$ cat src/rtl/risc_debug_pkg.sv
// Shared types for the register-trace capture block: register indexing,
// snapshot array type and the capture FSM state encoding.
package risc_debug_pkg;

  localparam int unsigned NUM_REGS     = 32;
  localparam int unsigned XLEN_DEFAULT = 32;
  localparam int unsigned TIMER_W      = 8;

  typedef logic [4:0] reg_idx_t;
  typedef logic [XLEN_DEFAULT-1:0] regs_t [0:NUM_REGS-1];

  typedef enum logic [1:0] {
    RUN    = 2'd0,
    FROZEN = 2'd1,
    RESYNC = 2'd2
  } trace_state_t;

  function automatic logic [15:0] sat_inc16(input logic [15:0] value);
    return (value == '1) ? value : value + 16'd1;
  endfunction

endpackage

$ cat src/rtl/reg_trace_capture_if.sv
// Register-file write bus observed by the trace capture block.
interface reg_trace_capture_if
  import risc_debug_pkg::*;
#(
  parameter int unsigned XLEN = 32
);
  logic            wr_en;
  reg_idx_t        wr_addr;
  logic [XLEN-1:0] wr_data;

  modport master (output wr_en, wr_addr, wr_data);
  modport slave  (input  wr_en, wr_addr, wr_data);
endinterface

$ cat src/rtl/reg_highlight_timer.sv
// Per-register highlight countdown: reloads on a published write, counts
// down once per published frame, active while nonzero.
module reg_highlight_timer
  import risc_debug_pkg::*;
#(
  parameter int unsigned HOLD_FRAMES = 30
) (
  input  logic clock,
  input  logic reset_n,
  input  logic load,
  input  logic tick,
  output logic active
);

  if (HOLD_FRAMES < 1 || HOLD_FRAMES > 255) begin : g_bad_hold
    $error("reg_highlight_timer: HOLD_FRAMES must be within 1..255");
  end

  localparam logic [TIMER_W-1:0] HOLD = TIMER_W'(HOLD_FRAMES);

  logic [TIMER_W-1:0] timer;
  logic [TIMER_W-1:0] timer_next;

  always_comb begin
    timer_next = timer;
    if (load) begin
      timer_next = HOLD;
    end else if (tick && (timer != '0)) begin
      timer_next = timer - TIMER_W'(1);
    end
  end

  // active is registered from the next count so it changes on the same edge as the timer.
  always_ff @(posedge clock or negedge reset_n) begin
    if (!reset_n) begin
      timer  <= '0;
      active <= 1'b0;
    end else begin
      timer  <= timer_next;
      active <= (timer_next != '0);
    end
  end

endmodule

$ cat src/rtl/reg_trace_capture.sv
// Shadows core register-file writes and publishes a frame-stable snapshot
// plus per-register change highlighting to a VGA debug display.
module reg_trace_capture
  import risc_debug_pkg::*;
#(
  parameter int unsigned XLEN        = 32,
  parameter int unsigned HOLD_FRAMES = 30
) (
  input  logic                 clock,
  input  logic                 reset_n,
  reg_trace_capture_if.slave   wr,
  input  logic                 frame_start,
  input  logic                 freeze,
  output logic [XLEN-1:0]      regs_out [0:NUM_REGS-1],
  output logic [NUM_REGS-1:0]  changed_mask,
  output logic                 snapshot_valid,
  output logic [15:0]          write_count
);

  if (HOLD_FRAMES < 1 || HOLD_FRAMES > 255) begin : g_bad_hold
    $error("reg_trace_capture: HOLD_FRAMES must be within 1..255");
  end

  trace_state_t           state;
  logic [XLEN-1:0]        shadow [0:NUM_REGS-1];
  logic [NUM_REGS-1:1]    pending;
  logic                   accept;
  logic                   publish;

  assign accept  = wr.wr_en && (wr.wr_addr != '0);
  assign publish = frame_start && (state != FROZEN);

  always_ff @(posedge clock or negedge reset_n) begin
    if (!reset_n) begin
      for (int unsigned i = 0; i < NUM_REGS; i++) shadow[i] <= '0;
    end else if (accept) begin
      shadow[wr.wr_addr] <= wr.wr_data;
    end
  end

  // A write landing on the publish edge survives the clear and marks the next frame.
  always_ff @(posedge clock or negedge reset_n) begin
    if (!reset_n) begin
      pending <= '0;
    end else begin
      if (publish) pending <= '0;
      if (accept)  pending[wr.wr_addr] <= 1'b1;
    end
  end

  always_ff @(posedge clock or negedge reset_n) begin
    if (!reset_n) begin
      write_count <= '0;
    end else if (accept) begin
      write_count <= sat_inc16(write_count);
    end
  end

  always_ff @(posedge clock or negedge reset_n) begin
    if (!reset_n) begin
      state          <= RUN;
      snapshot_valid <= 1'b0;
      for (int unsigned i = 0; i < NUM_REGS; i++) regs_out[i] <= '0;
    end else begin
      if (publish) begin
        snapshot_valid <= 1'b1;
        for (int unsigned i = 0; i < NUM_REGS; i++) regs_out[i] <= shadow[i];
      end
      case (state)
        RUN:     if (freeze) state <= FROZEN;
        FROZEN:  if (!freeze) state <= RESYNC;
        RESYNC: begin
          if (frame_start) state <= freeze ? FROZEN : RUN;
          else if (freeze) state <= FROZEN;
        end
        default: state <= RUN;
      endcase
    end
  end

  assign changed_mask[0] = 1'b0;

  for (genvar g = 1; g < NUM_REGS; g++) begin : g_timer
    reg_highlight_timer #(
      .HOLD_FRAMES (HOLD_FRAMES)
    ) u_timer (
      .clock   (clock),
      .reset_n (reset_n),
      .load    (publish && pending[g]),
      .tick    (publish),
      .active  (changed_mask[g])
    );
  end

endmodule

$ cat src/flat_wrapper.sv
// flat-port wrapper written by rule: the top's interface ports become plain ports
module reg_trace_capture_flat import risc_debug_pkg::*;
#(
  parameter int unsigned XLEN        = 32,
  parameter int unsigned HOLD_FRAMES = 30
)
  (clock, reset_n, frame_start, freeze, regs_out, changed_mask, snapshot_valid, write_count, wr_wr_en, wr_wr_addr, wr_wr_data);
  reg_trace_capture_if #(.XLEN(XLEN)) wr_i ();
  input  logic clock;
  input  logic reset_n;
  input  logic frame_start;
  input  logic freeze;
  output logic [XLEN-1:0] regs_out[0:NUM_REGS-1];
  output logic [NUM_REGS-1:0] changed_mask;
  output logic snapshot_valid;
  output logic [15:0] write_count;
  input wire logic [$bits(wr_i.wr_en)-1:0] wr_wr_en;
  input wire logic [$bits(wr_i.wr_addr)-1:0] wr_wr_addr;
  input wire logic [$bits(wr_i.wr_data)-1:0] wr_wr_data;
  assign wr_i.wr_en = wr_wr_en;
  assign wr_i.wr_addr = wr_wr_addr;
  assign wr_i.wr_data = wr_wr_data;
  reg_trace_capture #(.XLEN(XLEN), .HOLD_FRAMES(HOLD_FRAMES)) u_core (.clock(clock), .reset_n(reset_n), .wr(wr_i), .frame_start(frame_start), .freeze(freeze), .regs_out(regs_out), .changed_mask(changed_mask), .snapshot_valid(snapshot_valid), .write_count(write_count));
endmodule
$ cat config.mk
export PLATFORM = sky130hd
export DESIGN_NAME = reg_trace_capture_flat
export DESIGN_NICKNAME = d
export VERILOG_FILES = /design/src/rtl/risc_debug_pkg.sv /design/src/rtl/reg_trace_capture_if.sv /design/src/rtl/reg_highlight_timer.sv /design/src/rtl/reg_trace_capture.sv /design/src/flat_wrapper.sv
export SDC_FILE = /design/constraint.sdc
export NUM_CORES = 2
export LEC_CHECK = 0
export BUFFER_PORTS_ARGS = -buffer_cell sky130_fd_sc_hd__buf_4
export CAP_MARGIN = 20
export CORE_AREA = 10 10 428 430
export DETAILED_ROUTE_END_ITERATION = 8
export DIE_AREA = 0 0 438 440
export HOLD_SLACK_MARGIN = 0.1
export PLACE_DENSITY = 0.75
export RECOVER_POWER = 100
export SETUP_SLACK_MARGIN = 0.4
export SLEW_MARGIN = 40
export SYNTH_ARGS = -nofsm -noshare
export SYNTH_HDL_FRONTEND = slang
export SYNTH_SLANG_ARGS = --single-unit
$ cat constraint.sdc
create_clock -name clock -period 4 [get_ports clock]
set_input_delay 0 -clock clock [delete_from_list [all_inputs] [get_ports clock]]
set_output_delay 0 -clock clock [all_outputs]
set_load 0.02 [all_outputs]
; ---- Word level (Yosys, flattened, before mapping)
; Index checks and enable logic that the tools add are counted.
[word_totals]
output_inout_bits = 1073
wordCells = 379
in_bits = 42
register_bits = 2377
[op_classes]
reduce_logical = 131
mux = 74
magnitude_cmp = 4
n_bitwise = 3
n_eq_ne = 5
add_sub_neg = 32
[op_table]
columns = cell, n
row1 = $bwmux 1024, 1
row2 = $mux 8, 62
row3 = $reduce_bool 8->1, 62
row4 = $sub 8x1->8 const B, 31
row5 = $demux 32 s5, 1
row6 = $logic_and 1x1->1, 66
row7 = $mux 31, 2
row8 = $mux 32, 1
row9 = $or 31x31->31, 1
row10 = $add 16x1->16 const B, 1
row11 = $eq 16x16->1 const B, 1
row12 = $ge 6x6->1 const B, 1
row13 = $lt 5x6->1 const B, 1
row14 = $lt 6x1->1 const B, 1
row15 = $mux 2, 3
row16 = $not 5->6, 1
row17 = $pmux 2 s3, 1
row18 = $demux 1 s5, 1
row19 = $ge 5x1->1 const B, 1
row20 = $reduce_bool 5->1, 1
row21 = $eq 2x1->1 const B, 1
row22 = $eq 2x2->1 const B, 1
row23 = $logic_not 2->1, 1
row24 = $mux 1, 2
row25 = 4 further kinds, 4

; ---- Longest topological paths before layout
[logic_depth]
ltp_word = 6
ltp_mapped = 12
ltp_nobuf = 8

; ---- Cells and area by module
; Synthesis repeated with hierarchy kept, for this count alone.
[unflattened]
cells_unflattened = 8440
hier_area_um2 = 95731.8
[modules_own_cells]
columns = mod, seq_area_each_um2, area_per_inst_um2, cells_each, n_inst
row1 = reg_trace_capture, 52500.4, 78471.5, 6828, 1
row2 = reg_highlight_timer, 225.2, 556.8, 52, 31

; ---- Worst setup path before layout
; OpenSTA, ideal clock, no wires.
[synth_path]
path_type = register to register
from = register u_core.g_timer[30].u_timer.timer[0]
to = register u_core.g_timer[30].u_timer.active
period_less_slack_ns = 2.769
required_ns = 3.869
slack_ns = 1.231
arrival_time_ns = 2.637
setup_time_ns = 0.131
path_stages_with_launch = 9
n_path_buf = 0
cell_sequence = dfrtp_1 > inv_1 > ha_1 > or3b_1 > or3_1 > a32o_2 > or4b_1 > or3_1 > or3_1
[synth_between]
elab_chain_len = 5
word_cells_on_any_way = 6
classes_between = add/sub (1) / mux (2) / reduce/logical (3)
[synth_rtl]
columns = item, line_no
row1 = start: declaration, reg_highlight_timer.sv:21  ; logic [TIMER_W-1:0] timer;
row2 = start signal: assignment, reg_highlight_timer.sv:39  ; timer <= timer_next;
row3 = branches (longest 2 deep; another with $sub 8x1->8), n/a
row4 = $mux 8 *, reg_highlight_timer.sv:28  ; end else if (tick && (timer != '0)) begin
row5 = $mux 8 *, reg_highlight_timer.sv:26  ; if (load) begin
row6 = net u_core.g_timer[30].u_timer.timer_next[4], reg_highlight_timer.sv:22  ; logic [TIMER_W-1:0] timer_next;
row7 = $reduce_bool 8->1 *, reg_highlight_timer.sv:40  ; active <= (timer_next != '0);
row8 = end signal: assignment, reg_highlight_timer.sv:40
row9 = end: declaration, reg_highlight_timer.sv:12  ; output logic active
; Mark *: on every way through the listed nets, which the timed path passes.
; A chain may end at the register's enable or synchronous reset.

; ---- Worst setup path in the final report
[layout_path]
from = input port wr_wr_addr[4]
to = register u_core.shadow[523] in the netlist's numbering
[layout_between]
elab_chain_len = 6
word_cells_on_any_way = 9
classes_between = order compare (2) / mux (3) / bitwise (1) / reduce/logical (3)
[layout_rtl]
columns = item, line_no
row1 = start: declaration, flat_wrapper.sv:18  ; input wire logic [$bits(wr_i.wr_addr)-1:0] wr_wr_addr;
row2 = $not 5->6 (implied by the code), reg_trace_capture.sv:37  ; shadow[wr.wr_addr] <= wr.wr_data;
row3 = $ge 6x6->1 (implied by the code) / $lt 6x1->1 (equally long branches), reg_trace_capture.sv:37
row4 = $logic_and 1x1->1 (implied by the code), reg_trace_capture.sv:37
row5 = $mux 32 (implied by the code), reg_trace_capture.sv:37
row6 = $demux 32 s5, reg_trace_capture.sv:37
row7 = $bwmux 1024, reg_trace_capture.sv:37
row8 = end signal: indexed assignment, reg_trace_capture.sv:37
row9 = end: declaration, reg_trace_capture.sv:25  ; logic [XLEN-1:0] shadow [0:NUM_REGS-1];
; Several ways; a longest one is shown, not always the timed one.

==> impl_metrics.toml <==
[global_routing]
groute.usage.overall_pct = 31.60
grt_overflow_total = 0
vias_in_the_first_global_route = 72070
grt_antenna_before_repair = 23
grt_max_degree = 160
first_pass_grt_wire_length_um = 460600

[critical_path]
worstPathRequired_ns = 4.74
r2r_cells = 6
cp_data_arrival_time_ns = 4.16
worstSetupEndpointType = "flop"
critical_path.startpoint_type = "input pin"
r2r_slack_ns = 0.61
critical_path_class = "in2reg"
critical_path.startpoint = "wr_wr_addr[4]"
cp_max_fo = 12
r2r_start = "u_core.state[1]$_DFFE_PN0P_"

[clock_network]
post-cts-setup-buffers = 0
cts-root-buf = "sky130_fd_sc_hd__clkbuf_16"
cts_tree = "done"
clk_transition_reported_paths_ns = 0.06
clk_latency_ns = 0.88
clockBufferDepth = 3
number_of_buffers_added_by_the_clock_tree_synthesis_step = 228
post_cts_resize_count = 0
ctsHtreeMaxLevel = 4
cts_sinks = 2377

[finish]
multi_input_area_um2 = 32610
drive_above_1_share_pct = 13.35
instances_no_fill = 12160
final_cell_mix = "sky130_fd_sc_hd__nand2_1 (3295), sky130_fd_sc_hd__dfrtp_1 (2377), sky130_fd_sc_hd__clkbuf_1 (1157)"
fillerInstances = 14470
layout_commonest_cell = "sky130_fd_sc_hd__nand2_1"
area_of_all_sequential_standard_cells_um2 = 59480
number_of_nets_at_the_end_of_the_flow = 9738
syn_to_final_growth_pct = 14.97

[placement]
port_buffers = 1113
globalplace.congestion = 0.8707
place_hpwl_um = 202500
placement.setup.worst_slack_ns = 1.068
place_inst = 11690

[timing]
final-hold-violation-count = 0
max_freq_ghz = 0.2925
final_worst_clock_skew_ns = 0.03085
setup_viol = 0
worstMarginPinSlew_ns = 3.066
min_hold_slack_ns = 0.2154
final-max-slew-violation-count = 563
total_negative_slack_for_setup_checks_ns = 0
setup_repair_after_global_routing_missed_its_margin = "false"
finalCritPeriodShare_pct = 85.47
maxSlewHeadroom_pct = -104.4
setup_ws_post_layout_ns = 0.5811
timing.final.crit_period_ns = 3.419

[pwr]
report.power.total_mw = 71.09
vdd_drop_max_v = 0.0004343
leakagePower_nw = 53.80
pwr_density_cell_nw_per_um2 = 651.9

[drt]
drt-pass1-iter-count = 8
route.vias.total = 70670
initialDrtViolationCount = 7071
detail_route.wirelength_um = 312100
antenna_violating_nets_post_route = 0
viasPerCell = 5.813
remaining_drc_errors = 0
wire_per_inst_um = 25.67

[die]
core_rows = 154
floorplan.die.width_um = 438
floorplan.die_area_um2 = 192700
fp.dieH_um = 440
ioPinCount = 1115
placeable_core_area_um2 = 175000
initial_utilization_pct = 54.21

[flow_run]
max_cap_viol_count = 16

[worst_hold_path]
min_delay_path_depth = 4
hp-class = "in2reg"
hold_path_startpoint = "frame_start"

[logic_synthesis]
synth_flop_cell = "sky130_fd_sc_hd__dfrtp_1"
flops_latches_synth = 2377
synth-edff-count = 0
mappedNetlistArea_um2 = 94850
synth_area_per_cell_um2 = 10.90
synth_area_leader_cell = "sky130_fd_sc_hd__dfrtp_1"
synth-seq-area-share_pct = 62.71
yosysTopAreaCellShare_pct = 62.71
mappedNetlistNets = 8803
synth_cells = 8698
netlist-cell-type-count = 87
ys_async_sr_fraction_pct = 100.0
warning_count_from_the_yosys_run = 0
synth_top_cells_by_area = "sky130_fd_sc_hd__dfrtp_1 (63%), sky130_fd_sc_hd__nand2_1 (13%), sky130_fd_sc_hd__mux2_2 (9.4%)"

[run_status]
violations = "capacitance limit, slew limit"
outcome = "complete, but fails checks"
-- what timing repair did --
item,CTS,global route
hold buffers,54,0
endpoints found under the hold margin,3457,0
endpoints found under the setup margin,0,0
-- power by group --
group          internal (mW)  switching [mW]  total (mW)  leakage (nW)
sequential              29.2            4.62        33.9          30.3
clock                   12.4            9.37        21.8          3.73
combinational           5.16            10.3        15.5          19.8
-- cell usage after synthesis (all sizes together), types with 36 or more instances --
library cell / count
xnor2: 36
nor4: 66
nor3: 104
clkbuf: 413
or4: 40
mux2: 1005
a21oi: 136
mux2i: 40
dfrtp: 2377
nand2: 3299
buf: 177
o21ai: 81
nand4: 42
ha: 63
inv: 90
nand3: 51
nor2: 196
-- stage by stage --
| stage | area [um^2] | utilization [%] |
|---|---|---|
| finish | 109100 | 62.33 |
| global route | 109000 | 62.32 |
| CTS | 113500 | 64.86 |
| detailed placement | 105400 | 60.23 |
| global placement | 105100 | 60.09 |
| floorplan | 94850 | - |
-- critical path, cell delays in order --
cell                            delay [ns]
sky130_fd_sc_hd__dlygate4sd3_1        0.54
sky130_fd_sc_hd__clkbuf_1             0.33
sky130_fd_sc_hd__nand4b_1             0.43
sky130_fd_sc_hd__nor2_1               0.63
sky130_fd_sc_hd__clkbuf_1             1.04
sky130_fd_sc_hd__clkbuf_1             0.71
sky130_fd_sc_hd__mux2_2               0.42
-- worst paths after layout --
kind | endpoint
worst min-delay path | u_core.g_timer[30].u_timer.timer[4]$_DFF_PN0_
min in group asynchronous | u_core.shadow[445]$_DFFE_PN0P_
worst min register to register | u_core.shadow[1022]$_DFFE_PN0P_
max in group asynchronous | u_core.regs_out[541]$_DFFE_PN0N_
worst max register to register | u_core.g_timer[21].u_timer.active$_DFF_PN0_
worst max-delay path | u_core.shadow[523]$_DFFE_PN0P_
-- metal layers --
metal  track usage (%)  share of wire (%)  vias to the layer above
met5                 0             0.0022                        -
met3             8.211                8.5                      933
met2             50.01                 46                     3372
met4             20.86                8.2                        2
met1             38.35                 37                    36020
li1                  -                  -                    30350
-- cell type report --
type	instances	area share, %
repair buffers	1295	5.636
clock inverters	67	0.6414
clock buffers	343	6.267
multi-input cells	5641	29.91
inverters	90	0.3098
diodes	5	0.01147
well taps	2340	2.685
flip-flops and latches	2377	54.54
-- cell families (layout without fill, tap and decap cells) --
kind of cell | after synthesis | after routing | synth area share [%]
other cells | 1 | 6 | 0.003954
compound gates | 475 | 475 | 3.297
simple gates | 4006 | 4006 | 17.36
fa+ha+maj | 63 | 63 | 0.8311
flops | 2377 | 2377 | 62.71
xor+xnor | 51 | 51 | 0.4709
buf+inv | 680 | 1795 | 2.969
mux | 1045 | 1045 | 12.35
-- flip-flops by register name, summed over array words and instances (netlist names) --
| signal | cells |
|---|---|
| u_core.g_timer.u_timer.active | 31 |
| u_core.g_timer.u_timer.timer | 248 |
| u_core.pending | 31 |
| u_core.regs_out | 1024 |
| u_core.shadow | 1024 |
| u_core.snapshot_valid | 1 |
| u_core.state | 2 |
| u_core.write_count | 16 |
No activity file was read; power rests on OpenSTA's default activity.
